<file path="config.mk">
export PLATFORM = sky130hd
export DESIGN_NAME = imem_fetch_controller
export DESIGN_NICKNAME = d
export VERILOG_FILES = /design/src/rtl/imem_fetch_controller.sv
export SDC_FILE = /design/constraint.sdc
export NUM_CORES = 1
export LEC_CHECK = 0
export CORE_ASPECT_RATIO = 1.5
export CORE_MARGIN = 2
export CORE_UTILIZATION = 40
export CTS_BUF_LIST = sky130_fd_sc_hd__clkbuf_4 sky130_fd_sc_hd__clkbuf_8 sky130_fd_sc_hd__clkbuf_16
export CTS_CLUSTER_DIAMETER = 60
export DETAILED_ROUTE_END_ITERATION = 10
export PLACE_DENSITY = 0.75
export SKIP_LAST_GASP = 1
export SLEW_MARGIN = 20
export SYNTH_ARGS = -nofsm -noshare
export SYNTH_HDL_FRONTEND = slang
export SYNTH_SLANG_ARGS = --single-unit
</file>
<file path="constraint.sdc">
create_clock -name clk -period 4 [get_ports clk]
set_clock_uncertainty 0.05 [all_clocks]
set_input_delay 0.4 -clock clk [delete_from_list [all_inputs] [get_ports clk]]
set_output_delay 0.4 -clock clk [all_outputs]
set_load 0.05 [all_outputs]
</file>
<file path="src/rtl/imem_fetch_controller.sv">
// imem_fetch_controller: IF-stage sequencer for a single-port, 1-cycle-latency
// instruction memory. It keeps the fetch PC and issues one read per cycle.
// A one-entry skid buffer absorbs downstream stalls, and redirects flush the
// pipe. The same read port is shared with a debug/loader requester, and that
// requester is guaranteed a grant within a bounded wait.
//
// Ports:
//   clk, rst                  clock; synchronous active-high reset
//   stall                     downstream cannot accept; hold output registers
//   redirect, redirect_target branch/jump flush and new PC (bits [1:0] ignored)
//   imem_address, imem_read_en  read request to memory (combinational)
//   imem_instruction          memory read data, valid the cycle after a read
//   instruction, pc_out,      registered fetched instruction, its address,
//   pc_plus4, instr_valid     address + 4, and valid flag
//   dbg_req, dbg_addr         debug read request (held until granted) + address
//   dbg_grant                 debug owns the read port this cycle (combinational)
//   dbg_data, dbg_valid       debug read data; valid one cycle after the grant
module imem_fetch_controller #(
  parameter logic [31:0] RESET_PC     = 32'h0000_0000,
  parameter int unsigned DBG_MAX_WAIT = 8
) (
  input  logic        clk,
  input  logic        rst,
  input  logic        stall,
  input  logic        redirect,
  input  logic [31:0] redirect_target,
  output logic [31:0] imem_address,
  output logic        imem_read_en,
  input  logic [31:0] imem_instruction,
  output logic [31:0] instruction,
  output logic [31:0] pc_out,
  output logic [31:0] pc_plus4,
  output logic        instr_valid,
  input  logic        dbg_req,
  input  logic [31:0] dbg_addr,
  output logic        dbg_grant,
  output logic [31:0] dbg_data,
  output logic        dbg_valid
);

  localparam int unsigned XLEN   = 32;
  localparam int unsigned WAIT_W = (DBG_MAX_WAIT < 1) ? 1 : $clog2(DBG_MAX_WAIT + 1);

  logic [XLEN-1:0]   fetch_pc;
  logic              inflight_valid;
  logic [XLEN-1:0]   inflight_pc;
  logic              skid_valid;
  logic [XLEN-1:0]   skid_instr;
  logic [XLEN-1:0]   skid_pc;
  logic [XLEN-1:0]   dbg_data_q;
  logic [WAIT_W-1:0] wait_cnt;

  logic fetch_ok;
  logic fetch_issue;
  logic wait_at_max;

  // Address low bits are forced to zero, so these bits are intentionally unused.
  logic unused_addr_bits;
  assign unused_addr_bits = ^{dbg_addr[1:0], redirect_target[1:0]};

  // Port arbitration and read request.
  always_comb begin
    wait_at_max  = (wait_cnt == WAIT_W'(DBG_MAX_WAIT));
    fetch_ok     = !rst && !redirect && !stall && !skid_valid;
    dbg_grant    = dbg_req && !rst && (!fetch_ok || wait_at_max);
    fetch_issue  = fetch_ok && !dbg_grant;
    imem_read_en = fetch_issue || dbg_grant;
    imem_address = dbg_grant ? {dbg_addr[XLEN-1:2], 2'b00} : fetch_pc;
  end

  // The debug read data is passed straight through while it is valid.
  // After that, the captured copy is shown, so the output stays stable between reads.
  assign dbg_data = dbg_valid ? imem_instruction : dbg_data_q;

  // Fetch PC, in-flight tracking, skid buffer, output registers and debug state.
  always_ff @(posedge clk) begin
    if (rst) begin
      fetch_pc       <= {RESET_PC[XLEN-1:2], 2'b00};
      inflight_valid <= 1'b0;
      inflight_pc    <= '0;
      skid_valid     <= 1'b0;
      skid_instr     <= '0;
      skid_pc        <= '0;
      instruction    <= '0;
      pc_out         <= '0;
      pc_plus4       <= XLEN'(4);
      instr_valid    <= 1'b0;
      dbg_valid      <= 1'b0;
      dbg_data_q     <= '0;
      wait_cnt       <= '0;
    end else begin
      // The debug in-flight flag doubles as the debug valid output.
      dbg_valid <= dbg_grant;
      if (dbg_valid) begin
        dbg_data_q <= imem_instruction;
      end

      if (dbg_req && !dbg_grant) begin
        if (!wait_at_max) begin
          wait_cnt <= wait_cnt + WAIT_W'(1);
        end
      end else begin
        wait_cnt <= '0;
      end

      // Only fetch reads are tracked here. A debug read leaves this slot empty.
      inflight_valid <= fetch_issue;
      if (fetch_issue) begin
        inflight_pc <= fetch_pc;
      end

      if (redirect) begin
        // Whatever is arriving this cycle is dropped, because the response is not consumed.
        fetch_pc    <= {redirect_target[XLEN-1:2], 2'b00};
        skid_valid  <= 1'b0;
        instr_valid <= 1'b0;
      end else begin
        if (fetch_issue) begin
          fetch_pc <= fetch_pc + XLEN'(4);
        end

        if (inflight_valid) begin
          if (!stall) begin
            instruction <= imem_instruction;
            pc_out      <= inflight_pc;
            pc_plus4    <= inflight_pc + XLEN'(4);
            instr_valid <= 1'b1;
          end else begin
            skid_valid <= 1'b1;
            skid_instr <= imem_instruction;
            skid_pc    <= inflight_pc;
          end
        end else if (!stall) begin
          if (skid_valid) begin
            instruction <= skid_instr;
            pc_out      <= skid_pc;
            pc_plus4    <= skid_pc + XLEN'(4);
            instr_valid <= 1'b1;
            skid_valid  <= 1'b0;
          end else begin
            instr_valid <= 1'b0;
          end
        end
      end
    end
  end

endmodule

</file>
==> run metrics, run 1 <==
initial DRC count=just over 600; fmax=303 MHz; vias per cell=approximately 5.4; first-pass GRT wire length=between 40 and 50 mm; Max Cap Viol=0; EDFF count, synth=0; crit path cell chain=mux2_2 > ha_1 > nand3_1 > nor3_1 > o2111ai_1 > nor3_1 > nor3_1 > a221o_1; minimum clock period=about 3300 ps; area leader, netlist=dfxtp_1; syn avg cell area=about 8.4 µm²; Peak VDD IR=approximately 0.25 mV; RSZ-0062 raised after global routing=false; Crit Path Max Fanout=46; CP most frequent cell=nor3_1; Synth Cell Area=around 11,000 µm²; Starting Density=slightly above 40%; CTS Buffer Depth=3; layout net count=between 1,500 and 2,000; clock latency on the worst-skew pair=~530 ps; HP Class=input pin to register; io pins=~270; # rows=75; initial antenna violation count=2; Slew headroom=between 40 and 50%; Die Height=approximately 210 µm; status=finished clean; Top delay family on crit path=simple AND/OR/NAND/NOR gates; Die X-Extent=142 µm; WHS=~220 ps; number of port buffers=approximately 250; GRT Util Overall=20.1%; Routed WL=around 31 mm; critical path startpoint category=register; pin count of the biggest net entering global routing=slightly below 70; core box area=28,100 µm²; most common cell after layout, fill and taps aside=nand2_1; ys async rst share=0%; clock sink count=254; clock transition at the registers of the reported paths=~60 ps; WS Path Type=register to register; Slowest-stage cell, CP=dfxtp_4; post-synth cell types=between 60 and 70; grt total ovfl=0; Pre-antenna DRT Iters=5; Synth Instances=approximately 1,400; CTS H-tree lvls=1; Synth Flop Type=dfxtp_1; postcts setup bufs=0; register area share after synthesis=roughly 44%; Synth area leaders=dfxtp_1, nand2_1, mux2_2; WP data required=~4400 ps; register bit total from synthesis=around 250; Syn-to-layout area delta=34.0%; CP peak stage delay=between 600 and 700 ps; Vias=10,334; Post-DP HPWL=about 22 mm; commonest non-fill, non-tap cells in the layout=nand2_1, dfxtp_1, clkdlybuf4s50_1; Total Neg Setup Slack=0 ps; WP buf/inv=0; final core utilization=54.6%; Critical Path Sink Type=register; total CTS buffers=25; DRC Markers=0; Power Dens Cells=approximately 390 nW/µm²; Avg WL per Cell=roughly 16 µm; clk root buf=clkbuf_16; Routed Antenna Nets=0; CTS Hold Bufs=0; die area=around 30,000 µm²; Leak=slightly above 5 nW; CTS tree=yes; synth warn=0; final setup fails=0; share of layout cells above drive strength 1=between 10% and 20%; worst slew pin tran=between 800 and 900 ps; gpl congestion=approximately 0.82; post-cts resize count=0; top-area cell type share of the netlist area=44.5%; vias in the first global route=approximately 9,700; WP data arrival=~3700 ps; Slew Limit Fails=0; final hold violations=0; final cycle utilization of the critical path=between 80% and 90%
where the power goes:
group / total, mW / internal, mW / leakage, nW / switching, mW
Sequential: 2.65 / 2.59 / 2.06 / 0.0597
Clock: 2.40 / 1.40 / 0.424 / 0.999
Combinational: 0.860 / 0.368 / 2.70 / 0.493
Yosys cell counts (10+ instances only):
cell type and instances:
buf_2 23, nor4_1 10, a31oi_1 17, nand2_1 280
nand4_1 16, mux2_2 68, a211oi_1 55, nand3b_1 17
clkbuf_1 68, xor2_1 11, mux2i_1 60, nor3_1 19
nand3_1 37, dfxtp_1 254, a21oi_1 136, o21ai_0 37
and2_1 37, nor2_1 94
through the flow:
step	instances	setup slack [ps]	total power, mW	cell area, µm²
global placement	1876	794	3.55	14500
CTS	1921	731	5.97	15300
detailed placement	1876	750	3.57	14500
finish	1923	697	5.90	15300
global route	1923	445	6.12	15300
floorplan	1362	984	3.20	11400
kinds of logic (layout without fill, tap and decap cells):
family,count (synthesis),in the layout,synth area share [%]
adder cells (fa/ha/maj),4,4,0.438
AO/OA/AOI/OAI,289,289,15.5
other,1,8,0.0328
AND/OR/NAND/NOR,549,549,21.9
flip-flops,254,254,44.5
buffers and inverters,114,327,4.39
multiplexers,128,128,12.0
XOR/XNOR,18,18,1.38
routing by layer:
metal | up-vias | global-route usage, % | part of all wire [%]
li1 | 5161 | - | -
met1 | 4762 | 25.4 | 42
met2 | 349 | 34.1 | 48
met3 | 62 | 2.90 | 5.2
met4 | 0 | 8.83 | 4.0
met5 | - | 0 | 0
final timing paths:
kind         cells after the start  slack (ps)              to            from
max reg2reg                      8         700    pc_plus4[30]  inflight_valid
min reg2reg                      2         400    pc_plus4[16]    pc_plus4[16]
min                              2         220  skid_instr[24]             rst
max                              8         700    pc_plus4[30]  inflight_valid
state kept, by name, summed over array words and instances (netlist names):
signal / flops
skid_valid: 1
dbg_valid: 1
pc_plus4: 30
pc_out: 30
inflight_valid: 1
wait_cnt: 4
dbg_data_q: 32
instr_valid: 1
skid_pc: 30
fetch_pc: 30
skid_instr: 32
instruction: 32
inflight_pc: 30
cell type report:
type	instances	area [µm²]
Inverter	7	26.3
Tap cell	346	433
Multi-Input combinational cell	994	5880
Clock buffer	33	717
Clock inverter	12	126
Sequential cell	254	5090
Timing Repair Buffer	275	3030
Fill cell	2554	12700
Antenna cell	2	5.00
Power figures use the tool's default switching activity.
==> inputs of run 2 (changes only) <==
--- a/config.mk
+++ b/config.mk
@@ -11,7 +11,7 @@
 export CTS_BUF_LIST = sky130_fd_sc_hd__clkbuf_4 sky130_fd_sc_hd__clkbuf_8 sky130_fd_sc_hd__clkbuf_16
 export CTS_CLUSTER_DIAMETER = 60
 export DETAILED_ROUTE_END_ITERATION = 10
-export PLACE_DENSITY = 0.75
+export PLACE_DENSITY = 0.78
 export SKIP_LAST_GASP = 1
 export SLEW_MARGIN = 20
 export SYNTH_ARGS = -nofsm -noshare
==> constraint.sdc (replaced) <==
create_clock -name clk -period 2.82 [get_ports clk]
set_clock_uncertainty 0.05 [all_clocks]
set_input_delay 0.282 -clock clk [delete_from_list [all_inputs] [get_ports clk]]
set_output_delay 0.282 -clock clk [all_outputs]
set_load 0.05 [all_outputs]
==> run 2 against run 1 <==
Compared with the run above: combinational power grew 44%; non-clock buffer count rose by 8; worst hold slack lost 120 ps; worst setup slack worse by 620 ps; clock-buffer cell count rose by 3; register-to-register slack got worse by 440 ps; wire length rose by 0.70%; highest routed layer unchanged; first-iteration DRC count increased by 8.9%; utilization rose by 0.35 points; flip-flop and latch count is the same; sequential power grew 42%.
==> run metrics, run 2 (synthesis gave the netlist of run 1 again) <==
P_int=6.18 mW (was 4.35 mW); die area=30,000 µm² (unchanged); WHS=97.8 ps (was 221 ps); register share of total power=44.9% (about the same); clock sink count=254 (unchanged); DRC Markers=0 (unchanged); WS Path Type=register to primary output (was register to register); grt total ovfl=0 (unchanged); layout net count=1,669 (was 1,662); clock latency on the worst-skew pair=530 ps (about the same); clk root buf=clkbuf_16 (unchanged); Syn-to-layout area delta=34.9% (was 34.0%); minimum clock period=2740 ps; share of layout cells above drive strength 1=12.0% (was 11.4%); final cycle utilization of the critical path=slightly below 100%; status=finished clean (unchanged); WP data required=2490 ps (was 4360 ps); initial DRC count=670 (was 615); core box area=28,100 µm² (unchanged); Slew Limit Fails=0 (unchanged); commonest non-fill, non-tap cells in the layout=nand2_1, dfxtp_1, clkdlybuf4s50_1 (unchanged); WP data arrival=2410 ps (was 3660 ps); Slew headroom=31.8% (was 42.8%); worst setup margin=82.3 ps (was 697 ps); gpl congestion=0.836 (was 0.817); Clock Power Share=40.2% (was 40.6%); CP peak stage delay=570 ps (was 660 ps); CTS Hold Bufs=0 (unchanged); placed insts=1,884 (was 1,876); Starting Density=40.7% (unchanged); CTS Buffer Depth=3 (unchanged); postcts setup bufs=0 (unchanged); Post-DP HPWL=22.3 mm (was 22.2 mm); io pins=265 (unchanged); Routed WL=31.4 mm (was 31.2 mm); fin area=15,400 µm² (was 15,300 µm²); Peak VDD IR=0.337 mV (was 0.252 mV); R2R depth=7 (was 8); pre-CTS setup slack=193 ps (was 750 ps); Leak=5.23 nW (was 5.18 nW); Power Dens Cells=541 nW/µm² (was 386 nW/µm²); Routed Antenna Nets=0 (unchanged); GRT Util Overall=20.3% (was 20.1%); Die X-Extent=142 µm (unchanged); CTS tree=yes (unchanged); Die Height=211 µm (unchanged); Pre-antenna DRT Iters=5 (unchanged); RSZ-0062 raised after global routing=false (unchanged); HP Class=input pin to register (unchanged); Crit Path Max Fanout=31 (was 46); Top Registers=dbg_data_q: 32 flops, instruction: 32 flops, skid_instr: 32 flops (unchanged); switching pwr=2.16 mW (was 1.55 mW); final setup fails=0 (unchanged); pin count of the biggest net entering global routing=105 (was 68); # rows=75 (unchanged); vias in the first global route=10,029 (was 9,668); final core utilization=54.9% (was 54.6%); worst hold stages=2 (unchanged); final hold violations=0 (unchanged); sw frac=25.9% (was 26.3%); Placed Area=14,600 µm² (was 14,500 µm²); most common cell after layout, fill and taps aside=nand2_1 (unchanged); first-pass GRT wire length=50.1 mm (was 49.7 mm); vias per cell=5.43 (was 5.37); total CTS buffers=24 (was 25); clock transition at the registers of the reported paths=60 ps (about the same); CTS H-tree lvls=1 (unchanged); initial antenna violation count=2 (unchanged); number of port buffers=254 (unchanged); total power=8.34 mW (was 5.90 mW); crit path cell chain=or4_4 > nor2_2 > nor2_2 > buf_12 > mux2_2 > buf_12 (was mux2_2 > ha_1 > nand3_1 > nor3_1 > o2111ai_1 > nor3_1 > nor3_1 > a221o_1); Max Cap Viol=0 (unchanged); Filler cells=2,434 (was 2,554); Vias=10,482 (was 10,334); worst slew pin tran=1020 ps (was 857 ps); Slowest-stage cell, CP=or4_4 (was dfxtp_4); Avg WL per Cell=16.3 µm (was 16.2 µm); critical path startpoint category=register (unchanged); Total Neg Setup Slack=0 ps (unchanged); fin cells=1,930 (was 1,923); combinational cell fraction of total power=14.9% (was 14.6%); Critical Path Sink Type=primary output (was register); post-cts resize count=0 (unchanged); fmax=365 MHz
==> run 2: cell types whose count changed in the layout (fill, tap and decap cells not counted), moves of 2 or more <==
cell / change
buf_12: +3
clkinv_4: -2
clkbuf_4: +3
buf_4: +5
==> run 2: path summary, 6_finish.rpt <==
check	startpoint	endpoint	slack (ps)
min	rst	skid_instr[21]	100
max	skid_valid	imem_address[4]	80
min reg2reg	pc_plus4[2]	pc_plus4[2]	390
max reg2reg	inflight_valid	pc_plus4[21]	260
==> run 2: final cells by class <==
| class | count | area (µm²) | area share [%] |
|---|---|---|---|
| well taps | 346 | 433 | 2.81 |
| inverters | 7 | 26.3 | 0.170 |
| diodes | 2 | 5.00 | 0.0325 |
| clock inverters | 8 | 101 | 0.658 |
| repair buffers | 283 | 3130 | 20.3 |
| multi-input cells | 994 | 5900 | 38.3 |
| clock buffers | 36 | 728 | 4.72 |
| flip-flops and latches | 254 | 5090 | 33.0 |
==> run 2: worst max-delay path, delay by kind of cell (launching register included) <==
family / cells / cell delay, ps
and+or+nand+nor: 3 / 870
DFF: 1 / 330
buffers and inverters: 2 / 320
muxes: 1 / 320
==> run 2: metal layers <==
metal	global-route usage, %	part of all wire [%]	wire length (µm)	vias to the layer above
met3	2.79	5.7	1790	62
met5	0	0	0	-
met2	34.5	49	15500	346
met1	25.4	41	13000	4917
li1	-	-	-	5157
met4	9.10	3.6	1130	0
==> run 2: power groups by stage <==
| stage | logic, mW | registers, mW | clock network (mW) |
|---|---|---|---|
| after floorplan | 0.659 | 3.88 | 0 |
| after global placement | 1.23 | 3.82 | 0 |
| after detailed placement | 1.24 | 3.83 | 0 |
| after CTS | 1.25 | 3.75 | 3.41 |
| after global routing | 1.31 | 3.76 | 3.55 |
| final | 1.24 | 3.75 | 3.35 |
==> inputs of run 3 (changes only) <==
--- a/config.mk
+++ b/config.mk
@@ -13,7 +13,6 @@
 export DETAILED_ROUTE_END_ITERATION = 10
 export PLACE_DENSITY = 0.78
 export SKIP_LAST_GASP = 1
-export SLEW_MARGIN = 20
 export SYNTH_ARGS = -nofsm -noshare
 export SYNTH_HDL_FRONTEND = slang
 export SYNTH_SLANG_ARGS = --single-unit
==> results of run 3 <==
Final layout, timing and power as in run 2 (identical DEF).
==> variant: new RTL, flow settings as in run 3 <==
`DBG_MAX_WAIT`: 8 -> 16.
--- a/src/rtl/imem_fetch_controller.sv
+++ b/src/rtl/imem_fetch_controller.sv
@@ -17,7 +17,7 @@
 //   dbg_data, dbg_valid       debug read data; valid one cycle after the grant
 module imem_fetch_controller #(
   parameter logic [31:0] RESET_PC     = 32'h0000_0000,
-  parameter int unsigned DBG_MAX_WAIT = 8
+  parameter int unsigned DBG_MAX_WAIT = 16
 ) (
   input  logic        clk,
   input  logic        rst,
Check against the original RTL: no difference found for any inputs over 4 cycles, from zero or initial values and one cycle with rst high; that may be too few to reach the edited logic, so the function may still have changed.
==> variant against run 3 <==
Critical path depth rose by 3; global-route usage grew 0.22 points; wire length grew 6.3%; design area rose by 1.6%; largest power group unchanged; sequential cell count rose by 1; area after synthesis up 2.4%; highest routed layer unchanged; setup slack got worse by 0.018 ns; utilization decreased by 0.41 points; sequential share of layout area fell by 0.37 points; maximum frequency down 0.67%; power fell by 1.5%.
==> variant: results (changes against run 3) <==
Layout Nets 1,697 (+1.7%); CTS root buffer clkbuf_16; drt wl/cell 16.7 um (+2.6%); leakage power 5.30 nW (+1.5%); Worst-path clk slew 0.06 ns (about the same); global-route wire length before repair 51,300 um (+2.2%); Vias 10.7k (+2.5%); iteration-0 DRC count of the detailed router 579 (-14%); VDD IR max 275 uV (-18%); Placed Cells 1,944 (+3.2%); clk buf depth 3 (unchanged); Total Wirelength 33,400 um (+6.3%); met3 usage 2.50% (-0.29 points); CTS Buf Count 25 (+4.2%); synth unique cells 66 (+8.2%); main flop type after synthesis dfxtp_1; H-Tree Depth 1 (unchanged); Synth area leaders dfxtp_1 (44%), nand2_1 (8.2%), mux2_2 (6.6%); met2 Use GR 37.3% (+2.8 points); hold crit path type input pin to flip-flop; most frequent cells after synthesis nand2_1 (256), dfxtp_1 (255), a21oi_1 (133), nor2_1 (91), clkbuf_1 (75); ys async rst share 0% (unchanged); filler cell count 2,587 (+6.3%); status finished, final reports clean; pre-CTS setup slack 0.254 ns (+0.0602 ns); largest net degree at the start of global routing 195 (+86%); met1 usage 23.9% (-1.5 points); Worst slew margin 32.7% (+0.92 points); Placer Congestion 0.885 (+5.9%); HPWL Detailed 22,800 um (+2.1%); Yosys warnings 0 (unchanged); Crit Path Max Fanout 8 (-74%); Seq/Total Area, Yosys 43.6% (-0.86 points); First-pass DRT Iterations 5 (unchanged); share of cells above drive strength 1 13.4% (+1.4 points); diodes inserted 0 (-2); Overall Global Routing Usage 20.5% (+0.22 points); # port buffers 254 (unchanged); arrival time of the worst setup path approximately 2.4 ns; Final Hold Fails 0 (unchanged); NetSw 2.21 mW (+2.3%); vias in the first global route 10.1k (+0.63%); initial antenna violation count 0 (-2); Skew-Pair Late Insertion Delay between 0.5 and 0.6 ns; Mapped Cells 1,377 (+1.5%); biggest regs dbg_data_q x32, instruction x32, skid_instr x32
==> variant: cell types whose count changed after synthesis, sizes merged, moves of 7 or more <==
cell,run 3,this run
clkbuf,68,82
nand2,280,257
nand3,37,47
buf,39,28
xor2,11,4
==> variant: worst paths after layout <==
path | startpoint | slack (ns) | cells after the start | to
worst max-delay path | wait_cnt[1]$_SDFFE_PP0P_ | 0.06 | 9 | imem_address[14]
worst min-delay path | rst | 0.03 | 2 | pc_out[24]$_SDFFE_PP0P_
worst max register to register | inflight_valid$_SDFF_PP0_ | 0.31 | 5 | pc_plus4[25]$_SDFFE_PP0P_
worst min register to register | wait_cnt[0]$_SDFFE_PP0P_ | 0.39 | 1 | wait_cnt[0]$_SDFFE_PP0P_
==> variant: worst max-delay path, cell delays in order (launching register included) <==
cell and delay, ns:
dfxtp_2 0.33, inv_2 0.06, ha_4 0.12, nor4bb_4 0.21, nor2b_2 0.11, nor3b_4 0.22, buf_6 0.18, clkbuf_16 0.18
mux2_4 0.32, buf_8 0.15
==> variant: final cells by class <==
cell class              instances  share of cell area, %
repair buffers                293                   19.7
clock buffers                  31                   4.36
well taps                     390                   3.12
flip-flops and latches        255                   32.6
inverters                       8                  0.192
clock inverters                14                  0.695
multi-input cells            1009                   39.3
==> variant: power groups by stage <==
stage	combinational, mW	clock, mW	sequential [mW]
2_1_floorplan	0.651	0	3.89
3_5_place_dp	1.11	0	3.84
5_1_grt	1.27	3.46	3.77
3_3_place_gp	1.10	0	3.84
4_1_cts	1.13	3.32	3.76
6_report	1.20	3.25	3.76
==> variant: metrics by stage <==
step	hold slack, ns	total power [mW]	cell area (um2)	TNS, ns
2_1_floorplan	0.368	4.54	11700	0
3_5_place_dp	0.394	4.96	14500	0
5_1_grt	0.0315	8.50	15700	-0.297
6_report	0.0255	8.21	15700	0
4_1_cts	0.00300	8.21	15300	0
3_3_place_gp	0.382	4.94	14500	0
==> variant: routing by layer <==
metal  vias up  wire, um
li1       5284         -
met1      4991     13400
met2       397     16900
met3        71      1910
met4         0      1230
met5         -         0
==> variant: kinds of logic after synthesis <==
family | count (synthesis) | share of synthesized area (%)
buffers and inverters | 118 | 5.04
flip-flops | 255 | 43.6
AND/OR/NAND/NOR | 562 | 22.8
other | 1 | 0.0321
XOR/XNOR | 14 | 1.05
AO/OA/AOI/OAI | 300 | 15.8
adder cells (fa/ha/maj) | 4 | 0.428
multiplexers | 123 | 11.3
==> variant: what timing repair did <==
action / 4_1_cts / 5_1_grt
hold buffers: 0 / 0
setup endpoints to repair: 30 / 30
pin swaps: 2 / 2
buffers inserted: 4 / 4
resized for setup: 4 / 63
cloned: 1 / 2
